[src/rtl/uart_program_loader.sv]
// Boot loader: receives a 4-byte little-endian length and that many program bytes over
// the UART, packs them into 32-bit words in instruction memory, then ACKs and releases the CPU.
module uart_program_loader #(
  parameter int              ADDR_W    = 14,
  parameter logic [ADDR_W-1:0] BASE_ADDR = '0,
  parameter int              MAX_BYTES = 65536,
  parameter logic [7:0]      ACK_BYTE  = 8'hAA
) (
  input  logic              i_sys_clock,
  input  logic              i_reset,
  input  logic              i_rx_valid,
  input  logic [7:0]        i_rx_data,
  input  logic              i_tx_ready,
  output logic              o_tx_valid,
  output logic [7:0]        o_tx_data,
  output logic              o_imem_we,
  output logic [ADDR_W-1:0] o_imem_addr,
  output logic [31:0]       o_imem_wdata,
  output logic              o_cpu_run,
  output logic              o_busy,
  output logic              o_load_err
);

  localparam int REM_W = $clog2(MAX_BYTES + 1);
  localparam logic [REM_W-1:0]  REM_ONE  = 1;
  localparam logic [ADDR_W-1:0] ADDR_ONE = 1;
  localparam logic [31:0]       MAX_LEN  = 32'(MAX_BYTES);

  // S_CHECK is the cycle after the 4th length byte, where the registered count is judged.
  localparam logic [2:0] S_LEN   = 3'd0;
  localparam logic [2:0] S_CHECK = 3'd1;
  localparam logic [2:0] S_DATA  = 3'd2;
  localparam logic [2:0] S_FLUSH = 3'd3;
  localparam logic [2:0] S_ACK   = 3'd4;
  localparam logic [2:0] S_RUN   = 3'd5;
  localparam logic [2:0] S_ERR   = 3'd6;

  logic [2:0]        r_state;
  logic [31:0]       r_len;
  logic [1:0]        r_len_cnt;
  logic [REM_W-1:0]  r_rem;
  logic [1:0]        r_lane;
  logic [31:0]       r_buf;
  logic [31:0]       r_wdata;
  logic              r_we;
  logic [ADDR_W-1:0] r_addr;
  logic              r_live;
  logic [31:0]       w_word;
  logic              w_word_done;

  // Fill buffer with the incoming byte merged in; lanes above it are still zero.
  always_comb begin
    w_word = r_buf;
    w_word[{r_lane, 3'b000} +: 8] = i_rx_data;
  end

  assign w_word_done = (r_lane == 2'd3) || (r_rem == REM_ONE);

  always_ff @(posedge i_sys_clock or negedge i_reset) begin
    if (!i_reset) begin
      r_state   <= S_LEN;
      r_len     <= '0;
      r_len_cnt <= '0;
      r_rem     <= '0;
      r_lane    <= '0;
      r_buf     <= '0;
      r_wdata   <= '0;
      r_we      <= 1'b0;
      r_addr    <= BASE_ADDR;
      r_live    <= 1'b0;
    end else begin
      r_live <= 1'b1;
      r_we   <= 1'b0;
      if (r_we) begin
        r_addr <= r_addr + ADDR_ONE;
      end
      case (r_state)
        S_LEN: begin
          if (i_rx_valid) begin
            r_len     <= {i_rx_data, r_len[31:8]};
            r_len_cnt <= r_len_cnt + 2'd1;
            if (r_len_cnt == 2'd3) begin
              r_state <= S_CHECK;
            end
          end
        end
        S_CHECK: begin
          if (r_len == 32'd0) begin
            r_state <= S_ACK;
          end else if (r_len > MAX_LEN) begin
            r_state <= S_ERR;
          end else begin
            r_state <= S_DATA;
            r_rem   <= r_len[REM_W-1:0];
            r_lane  <= '0;
            r_buf   <= '0;
          end
        end
        S_DATA: begin
          if (i_rx_valid) begin
            r_rem  <= r_rem - REM_ONE;
            r_lane <= r_lane + 2'd1;
            if (w_word_done) begin
              r_wdata <= w_word;
              r_we    <= 1'b1;
              r_buf   <= '0;
            end else begin
              r_buf <= w_word;
            end
            if (r_rem == REM_ONE) begin
              r_state <= S_FLUSH;
            end
          end
        end
        // The final word's write strobe is high during this single cycle.
        S_FLUSH: r_state <= S_ACK;
        S_ACK: begin
          if (i_tx_ready) begin
            r_state <= S_RUN;
          end
        end
        default: ;
      endcase
    end
  end

  assign o_tx_valid   = (r_state == S_ACK);
  assign o_tx_data    = o_tx_valid ? ACK_BYTE : 8'h00;
  assign o_imem_we    = r_we;
  assign o_imem_addr  = r_addr;
  assign o_imem_wdata = r_wdata;
  assign o_cpu_run    = (r_state == S_RUN);
  assign o_load_err   = (r_state == S_ERR);
  // r_live keeps busy low while reset is held even though the state is LEN.
  assign o_busy       = r_live && (r_state <= S_ACK);

endmodule

[config.mk]
export PLATFORM = sky130hd
export DESIGN_NAME = uart_program_loader
export DESIGN_NICKNAME = d
export VERILOG_FILES = /design/src/rtl/uart_program_loader.sv
export SDC_FILE = /design/constraint.sdc
export NUM_CORES = 1
export LEC_CHECK = 0
export CORE_ASPECT_RATIO = 0.9
export CORE_MARGIN = 2
export CORE_UTILIZATION = 50
export DETAILED_ROUTE_END_ITERATION = 6
export PLACE_DENSITY = 0.71
export SLEW_MARGIN = 25
export SYNTH_ARGS = -nofsm -noshare
export SYNTH_HDL_FRONTEND = slang
export SYNTH_SLANG_ARGS = --single-unit
[constraint.sdc]
create_clock -name i_sys_clock -period 2.6 [get_ports i_sys_clock]
set_input_delay 0.52 -clock i_sys_clock [delete_from_list [all_inputs] [get_ports i_sys_clock]]
set_output_delay 0.52 -clock i_sys_clock [all_outputs]
set_load 0.05 [all_outputs]
# --- Word-level counts from Yosys, hierarchy flattened ---
# Index checks and enable logic that the tools add are counted.
word_totals:
  ff_bits: 136
  input_bits: 12
  out_inout_bits: 59
  word_cells: 71
op_classes:
  add_sub_neg: 5
  order_cmp: 2
  n_eq_ne: 16
  shifts: 2
  muxes: 26
  reduce_logical: 10
ops:
  columns: ["operator", "n"]
  rows:
  - ["two-way mux 32 bit", 4]
  - ["case mux 32 bit (2 select lines)", 1]
  - ["two-way mux 17 bit", 3]
  - ["case mux 17 bit (2 select lines)", 1]
  - ["bitwise mux 32 bit", 1]
  - ["> comparator 32 x 17 -> 1 bit (second input constant)", 1]
  - ["zero test 32 bit", 1]
  - ["variable shift 8 x 7 -> 32 bit (first input constant)", 1]
  - ["variable part select 8 x 7 -> 32 bit", 1]
  - ["two-way mux 3 bit", 7]
  - ["equality test 17 x 1 -> 1 bit (second input constant)", 1]
  - ["subtractor 17 x 1 -> 17 bit (second input constant)", 1]
  - ["case mux 3 bit (5 select lines)", 1]
  - ["adder 14 x 1 -> 14 bit (second input constant)", 1]
  - ["inequality test 2 bit (second input constant)", 7]
  - ["equality test 3 bit (second input constant)", 3]
  - ["two-way mux 8 bit", 1]
  - ["negator 5 -> 7 bit", 1]
  - ["equality test 3 x 2 -> 1 bit (second input constant)", 2]
  - ["two-way mux 2 bit", 3]
  - ["AND reduction 6 bit", 1]
  - ["nonzero test 5 bit", 1]
  - ["adder 2 x 1 -> 2 bit (second input constant)", 2]
  - ["equality test 2 bit (second input constant)", 2]
  - ["other kinds (11)", 13]

# --- Logic depth before layout (Yosys ltp) ---
# Gate-level depths: netlist of the first run.
depth:
  ltp_word: 6
  ltp_mapped: 9
  mapped_depth_nobuf: 7

# --- Worst setup path before layout of the first run ---
# OpenSTA, ideal clock, no wires.
synth_timing:
  path_type: "register to output"
  start: "reg r_state[2]"
  end: "out o_tx_data[1]"
  arrival_time_ps: 2384
  t_required_ps: 2080
  setup_slack_ps: -304
  stages_incl_launch_ff: 4
  n_path_buf: 2
  cell_sequence: "dfrtp_1 clkbuf_1 nor3b_1 buf_4"
synth_via:
  elab_chain_cells: 2
synth_lines:
  columns: ["element", "line_no", "text"]
  rows:
  - ["start, declared", "38", "logic [2:0] r_state;"]
  - ["start signal, assigned", "61", "r_state <= S_LEN;"]
  - ["start signal, assigned", "83", "r_state <= S_CHECK;"]
  - ["start signal, assigned", "89", "r_state <= S_ACK;"]
  - ["equality test 3 bit", "127", "assign o_tx_valid = (r_state == S_ACK);"]
  - ["via o_tx_valid", "14", "output logic o_tx_valid,"]
  - ["two-way mux 8 bit", "128", "assign o_tx_data = o_tx_valid ? ACK_BYTE : 8'h00;"]
  - ["end, declared", "15", "output logic [7:0] o_tx_data,"]
# The timed path passes the listed nets, and every way through them passes these cells.

# --- Worst setup path in the final report of the first run ---
layout_timing:
  start: "reg r_rem[5]"
  end: "reg r_wdata[0], in the netlist o_imem_wdata[0]"
layout_via:
  elab_chain_cells: 3
layout_lines:
  columns: ["element", "line_no", "text"]
  rows:
  - ["start, declared", "41", "logic [REM_W-1:0] r_rem;"]
  - ["start signal, assigned", "94", "r_rem <= r_len[REM_W-1:0];"]
  - ["start signal, assigned", "101", "r_rem <= r_rem - REM_ONE;"]
  - ["equality test 17 x 1 -> 1 bit", "57", "assign w_word_done = (r_lane == 2'd3) || (r_rem == REM_ONE);"]
  - ["logical OR 1 bit", "57", null]
  - ["AND reduction 3 bit (no line)", null, null]
  - ["end signal, assigned", "104", "r_wdata <= w_word;"]
  - ["end, declared", "44", "logic [31:0] r_wdata;"]
# Every way passes these cells.
# A chain may end at the register's enable or synchronous reset.

==> results.sh, run 1 <==
export IMPL_vias=5251
export IMPL_synth_top_area_share_pct=50.0
export IMPL_maxCapViolCount=0
export IMPL_cts_tree="done"
export IMPL_clock_sinks=136
export IMPL_finalSetupViolations=0
export IMPL_place_hpwl_mm=10.8
export IMPL_n_fill_cell=1039
export IMPL_synth_simple_area_share_pct=11.6
export IMPL_clk_latency_ns=0.41
export IMPL_htree_levels=4
export IMPL_timing_final_hold_violations=0
export IMPL_path_class="reg -> reg"
export IMPL_cts_buffer_depth=2
export IMPL_ys_flop_type="dfrtp_1"
export IMPL_grt_usage_pct=22.8
export IMPL_hold_path_class="in -> async"
export IMPL_die_w_um=127
export IMPL_synth_compound_gate_area_share_pct=15.9
export IMPL_multi_input_area_um2=3070
export IMPL_synth_most_common_cell="dfrtp_1"
export IMPL_ys_seq_elements=136
export IMPL_fmax_ghz=0.413
export IMPL_synth_area_mux_share_pct=12.8
export IMPL_clkTransAtPathRegs_ns=0.06
export IMPL_area_delta_synth_final_pct=22.6
export IMPL_pin_count=71
export IMPL_syn_avg_cell_area_um2=10.9
export IMPL_io_buffers=66
export IMPL_root_buffer="clkbuf_16"
export IMPL_period_needed_ns=2.42
export IMPL_nNetsFinal=715
export IMPL_layout_drive_gt1_share_pct=20.7
export IMPL_netlist_cell_type_count=53
export IMPL_synthTopCellsByCount="136 x dfrtp_1, 48 x nand2_1, 47 x o21ai_0"
export IMPL_coreArea_um2=13300
export IMPL_rr_worst_depth=6
export IMPL_grtUsageMet2_pct=34.6
export IMPL_grtUsageMet3_pct=4.91
export IMPL_status="completed"
export IMPL_reg2reg_from="r_rem[5]$_DFFE_PN0P_"
export IMPL_grt_max_degree=57
export IMPL_synth_fa_ha_area_share_pct=1.84
export IMPL_synth_top_family_by_area="compound AO/OA/AOI/OAI gates"
export IMPL_first_global_vias=5125
export IMPL_startpoint_type="flop"
export IMPL_maxSlewHeadroom_pct=35.0
export IMPL_r2r_setup_slack_ns=0.18
export IMPL_synthTopCellsByArea="dfrtp_1 50%, mux2_4 6.4%, mux2_2 6.1%"
export IMPL_cp_end_kind="flop"
export IMPL_use_met1_pct=32.9
export IMPL_grt_pass1_wl_mm=26.3
export IMPL_synth_xor_area_share_pct=1.93
export IMPL_wl_per_cell_um=18.2
export IMPL_worstMarginPinSlew_ns=0.969
export IMPL_die_y_um=115
export IMPL_synth_warnings=0
export IMPL_antennaDiodeCount=0
export IMPL_power_mw=5.53
export IMPL_antenna_found_initial=0
export IMPL_crit_fanout=16
export IMPL_antenna_left=0
export IMPL_drv_slew=0
export IMPL_arrival_ns=2.72
export IMPL_syn_area_um2=6810
export IMPL_dieArea_um2=14600
export IMPL_seqCellArea_um2=3400
export IMPL_ys_seq_area_share_pct=50.0
export IMPL_tns_ns=0
export IMPL_drt_iter0_markers=532
export IMPL_powerDensity_nw_per_um2=663
export IMPL_wl_mm=15.9
export IMPL_rsz0062_at_grt="no"
export IMPL_rows=40
export IMPL_cts_buffers=17
export IMPL_synth_top_area_cell="dfrtp_1"
export IMPL_final_setup_skew_ns=0.00698
export IMPL_period_share_pct=93.1
export IMPL_start_util_pct=51.1
export IMPL_first_pass_iters=5
export IMPL_regToRegEndpoint="o_imem_wdata[0]$_DFFE_PN0P_"
export IMPL_grt_overflow_total=0
export IMPL_async_flop_share_pct=100
export IMPL_busiest_layer="met2"
export IMPL_synth_edf_count=0
export IMPL_gp_congestion=0.909
export IMPL_drc=0
export IMPL_holdBufCountCts=0
export IMPL_syn_inst=623
export IMPL_required_ns=2.90
export IMPL_viasPerCell=6.01
export IMPL_peakVddDrop_uv=738
export IMPL_leakage_nw=3.68
==> repair_timing <==
item	4_1_cts	5_1_grt
buffers inserted	0	0
endpoints found under the hold margin	0	0
gates resized for setup	2	3
setup endpoints to repair	2	28
==> stage by stage <==
stage	hold slack [ns]	cell area, µm²	setup slack (ns)	std cells	utilization, %
floorplan	0.224	6820	0.190	626	-
global placement	0.461	7720	0.123	842	58.0
detailed placement	0.471	7720	0.0692	842	58.0
CTS	0.116	8330	0.0540	874	62.6
global route	0.131	8340	0.0309	874	62.7
finish	0.107	8340	0.180	874	62.7
==> worst max path at each step <==
stage                                startpoint                           to  slack (ns)  cells after the start
after floorplan           r_lane[0]$_DFFE_PN0P_         r_buf[0]$_DFFE_PN0P_        0.19                      8
after global placement               i_rx_valid         r_buf[3]$_DFFE_PN0P_        0.12                      8
after detailed placement             i_rx_valid         r_buf[2]$_DFFE_PN0P_        0.07                      8
after CTS                 r_len[12]$_DFFE_PN0P_        r_buf[26]$_DFFE_PN0P_        0.05                      6
after global routing      r_lane[0]$_DFFE_PN0P_        r_buf[22]$_DFFE_PN0P_        0.03                      8
final                      r_rem[5]$_DFFE_PN0P_  o_imem_wdata[0]$_DFFE_PN0P_        0.18                      6
==> logic make-up (layout without fill, tap and decap cells) <==
family | after synthesis | after routing
adders and majority gates | 10 | 10
buffers and inverters | 83 | 163
and+or+nand+nor | 146 | 146
other | 2 | 5
DFF | 136 | 136
AOI/OAI and AO/OA | 163 | 163
muxes | 68 | 68
xor gates and xnor gates | 15 | 15
==> cells in the final DEF, fill, tap and decap left out, types with 3 or more instances in the layout <==
master / synthesis / routed
a32oi_1: 8 / 8
or3_1: 9 / 9
o31ai_1: 33 / 33
inv_1: 36 / 36
a21oi_2: 1 / 3
buf_12: 3 / 5
nand3_1: 6 / 6
mux2_2: 37 / 37
dfrtp_1: 136 / 136
nor3_1: 9 / 8
nor4_1: 9 / 9
a211oi_1: 3 / 3
a31oi_1: 8 / 8
clkinvlp_4: 0 / 3
a22oi_1: 35 / 35
conb_1: 2 / 5
nand2_1: 48 / 48
nand4_1: 8 / 8
clkinv_2: 0 / 4
bufinv_16: 0 / 3
or4_1: 7 / 7
a21oi_1: 16 / 14
o32a_1: 3 / 3
xnor2_1: 11 / 10
clkbuf_16: 0 / 17
xor2_1: 4 / 4
ha_1: 10 / 10
nor2_1: 24 / 23
nor4bb_1: 5 / 4
clkdlybuf4s50_1: 0 / 57
o21ai_0: 47 / 47
mux2_4: 29 / 29
nand2b_1: 4 / 4
buf_4: 8 / 31
==> report_power, final <==
part | switching, mW | total, mW | internal (mW)
Sequential | 0.156 | 2.45 | 2.30
Clock | 0.898 | 2.45 | 1.55
Combinational | 0.370 | 0.629 | 0.259
Total | 1.42 | 5.53 | 4.11
==> final cells by class <==
cell class	count	share of cell area, %
clock buffers	20	5.47
clock inverters	12	1.80
inverters	36	1.62
multi-input cells	407	36.8
flip-flops and latches	136	40.8
well taps	168	2.52
repair buffers	95	11.0
==> metal layers <==
| layer | wire length, µm | part of all wire [%] | up-vias |
|---|---|---|---|
| met5 | 0 | 0 | - |
| met4 | 210 | 1.3 | 0 |
| met3 | 913 | 5.7 | 23 |
| met2 | 7330 | 46 | 178 |
| met1 | 7440 | 47 | 2641 |
| li1 | - | - | 2409 |
==> state kept, by name, summed over array words and instances, names as in the netlist, 2 cells and up <==
name / count
r_state: 3
r_len_cnt: 2
r_buf: 32
o_imem_wdata: 32
o_imem_addr: 14
r_lane: 2
r_len: 32
r_rem: 17
==> critical path, stage by stage (launching register included) <==
cell and delay, ns:
dfrtp_1 0.41, or4_1 0.61, nor4_4 0.33, a21oi_2 0.15, nor2_8 0.25, buf_12 0.21
mux2_2 0.35
No activity file was read; power rests on OpenSTA's default activity.
==> inputs of run 2 (changes only) <==
--- a/config.mk
+++ b/config.mk
@@ -5,12 +5,15 @@
 export SDC_FILE = /design/constraint.sdc
 export NUM_CORES = 1
 export LEC_CHECK = 0
+export CELL_PAD_IN_SITES_DETAIL_PLACEMENT = 1
+export CELL_PAD_IN_SITES_GLOBAL_PLACEMENT = 2
 export CORE_ASPECT_RATIO = 0.9
 export CORE_MARGIN = 2
-export CORE_UTILIZATION = 50
+export CORE_UTILIZATION = 34
 export DETAILED_ROUTE_END_ITERATION = 6
-export PLACE_DENSITY = 0.71
+export PLACE_DENSITY = 0.75
 export SLEW_MARGIN = 25
 export SYNTH_ARGS = -nofsm -noshare
 export SYNTH_HDL_FRONTEND = slang
 export SYNTH_SLANG_ARGS = --single-unit
+export TNS_END_PERCENT = 10
==> constraint.sdc (replaced) <==
create_clock -name i_sys_clock -period 2.1 [get_ports i_sys_clock]
set_input_delay 0.42 -clock i_sys_clock [delete_from_list [all_inputs] [get_ports i_sys_clock]]
set_output_delay 0.42 -clock i_sys_clock [all_outputs]
set_load 0.05 [all_outputs]
==> results.sh, run 2 (synthesized netlist as in run 1, its figures left out) <==
export IMPL_die_y_um=138
export IMPL_crit_family="simple AND/OR/NAND/NOR gates"
export IMPL_grt_overflow_total=0
export IMPL_cts_buffer_depth=2
export IMPL_r2r_setup_slack_ns=-0.14
export IMPL_drt_iter0_markers=405
export IMPL_viasPerCell=5.33
export IMPL_leakage_nw=4.37
export IMPL_crit_slowest_cell="or4_4"
export IMPL_cp_end_kind="flop"
export IMPL_tns_ns=-6.60
export IMPL_max_stage_delay_ns=0.57
export IMPL_mostFrequentLayoutCell="dfrtp_1"
export IMPL_layout_drive_gt1_share_pct=36.0
export IMPL_whs_ns=0.475
export IMPL_vias=5573
export IMPL_period_share_pct=107
export IMPL_clkTransAtPathRegs_ns=0.06
export IMPL_final_cell_mix="135 x dfrtp_1, 97 x buf_4, 47 x nand2_1"
export IMPL_hold_path_class="reg -> reg"
export IMPL_start_util_pct=34.4
export IMPL_clock_sinks=136
export IMPL_io_buffers=66
export IMPL_cts_buffers=17
export IMPL_path_class="reg -> reg"
export IMPL_n_fill_cell=2096
export IMPL_maxCapViolCount=0
export IMPL_fmax_ghz=0.446
export IMPL_nNetsFinal=800
export IMPL_peakVddDrop_uv=523
export IMPL_drc=0
export IMPL_cp_num_buf_inv=1
export IMPL_antennaDiodeCount=0
export IMPL_fin_ws_ns=-0.144
export IMPL_status="complete, but fails checks"
export IMPL_crit_fanout=11
export IMPL_worstMarginPinSlew_ns=0.714
export IMPL_maxSlewHeadroom_pct=52.3
export IMPL_htree_levels=4
export IMPL_final_cells=1046
export IMPL_wl_mm=21.3
export IMPL_grt_pass1_wl_mm=34.6
export IMPL_dp_cells=999
export IMPL_powerDensity_nw_per_um2=773
export IMPL_die_w_um=153
export IMPL_required_ns=2.41
export IMPL_rows=49
export IMPL_clk_latency_ns=0.43
export IMPL_timing_final_hold_violations=0
export IMPL_arrival_ns=2.55
export IMPL_first_pass_iters=4
export IMPL_startpoint_type="flop"
export IMPL_final_core_util_pct=49.0
export IMPL_grt_usage_pct=20.5
export IMPL_cts_tree="done"
export IMPL_antenna_left=0
export IMPL_pin_count=71
export IMPL_grt_max_degree=46
export IMPL_root_buffer="clkbuf_16"
export IMPL_dieArea_um2=21200
export IMPL_gp_congestion=0.828
export IMPL_final_setup_skew_ns=0.0175
export IMPL_first_global_vias=6178
export IMPL_failed_checks="negative setup slack"
export IMPL_crit_chain="or4_4 > nor4_4 > a21oi_2 > nor2_8 > buf_12 > mux2_2"
export IMPL_dp_slack_ns=-0.347
export IMPL_drv_slew=0
export IMPL_coreArea_um2=19800
export IMPL_finalSetupViolations=69
export IMPL_period_needed_ns=2.24
export IMPL_place_hpwl_mm=13.7
export IMPL_rsz0062_at_grt="yes"
export IMPL_area_delta_synth_final_pct=42.6
export IMPL_wl_per_cell_um=20.4
export IMPL_antenna_found_initial=0
[run 2: changes by cell type in the layout (fill, tap and decap cells not counted), moves of 6 or more]
| cell | delta |
|---|---|
| buf_12 | +11 |
| a22oi_1 | -25 |
| buf_6 | +6 |
| buf_4 | +66 |
| clkdlybuf4s50_1 | -11 |
| a22oi_2 | +25 |
| dlymetal6s2s_1 | +6 |
[run 2: final timing paths]
path / cells after the start / startpoint / to
min in group asynchronous: 2 / i_reset / o_imem_wdata[9]$_DFFE_PN0P_
max: 6 / r_rem[3]$_DFFE_PN0P_ / o_imem_wdata[1]$_DFFE_PN0P_
max in group asynchronous: 3 / i_reset / r_state[1]$_DFFE_PN0P_
max reg2reg: 6 / r_rem[3]$_DFFE_PN0P_ / o_imem_wdata[1]$_DFFE_PN0P_
min reg2reg: 1 / r_len_cnt[0]$_DFFE_PN0P_ / r_len_cnt[0]$_DFFE_PN0P_
min: 1 / r_len_cnt[0]$_DFFE_PN0P_ / r_len_cnt[0]$_DFFE_PN0P_
[run 2: power breakdown]
part	switching (mW)	internal (mW)	leakage [nW]	total, mW
logic	0.626	0.527	2.37	1.15
clock network	1.17	2.17	0.309	3.35
registers	0.164	2.84	1.69	3.01
[run 2: worst reg2reg max path, stage by stage, from the launching register on]
cell     delay (ns)
dfrtp_1        0.38
or4_4          0.57
nor4_4         0.31
a21oi_2        0.15
nor2_8         0.19
buf_12         0.18
mux2_2         0.35
[run 2: layout make-up]
type                            count  area (µm²)  area share [%]
Clock buffer                       21         460            4.74
Clock inverter                     11         195            2.01
Inverter                           36         135            1.39
Multi-Input combinational cell    407        3420            35.3
Sequential cell                   136        3400            35.1
Tap cell                          255         319            3.29
Timing Repair Buffer              180        1770            18.2
[run 2: what timing repair did]
| item | 4_1_cts | 5_1_grt |
|---|---|---|
| pin swaps | 11 | 17 |
| gates resized for setup | 47 | 43 |
| hold endpoints to repair | 39 | 0 |
| buffers inserted | 10 | 3 |
| hold buffers | 1 | 0 |
| cloned | 1 | 2 |
| setup endpoints to repair | 93 | 95 |
[run 2: per-layer routing]
metal / routed length (µm) / vias up / track usage (%)
met4: 294 / 0 / 7.16
met2: 10700 / 121 / 33.7
met3: 1010 / 22 / 4.55
met1: 9340 / 2866 / 26.9
met5: 0 / - / 0
li1: - / 2564 / -
[run 2: through the flow]
step | power [mW] | area [µm²]
final | 7.51 | 9700
after global routing | 7.84 | 9700
after CTS | 7.52 | 9470
after detailed placement | 4.06 | 8460
after global placement | 3.99 | 8460
after floorplan | 3.54 | 6840
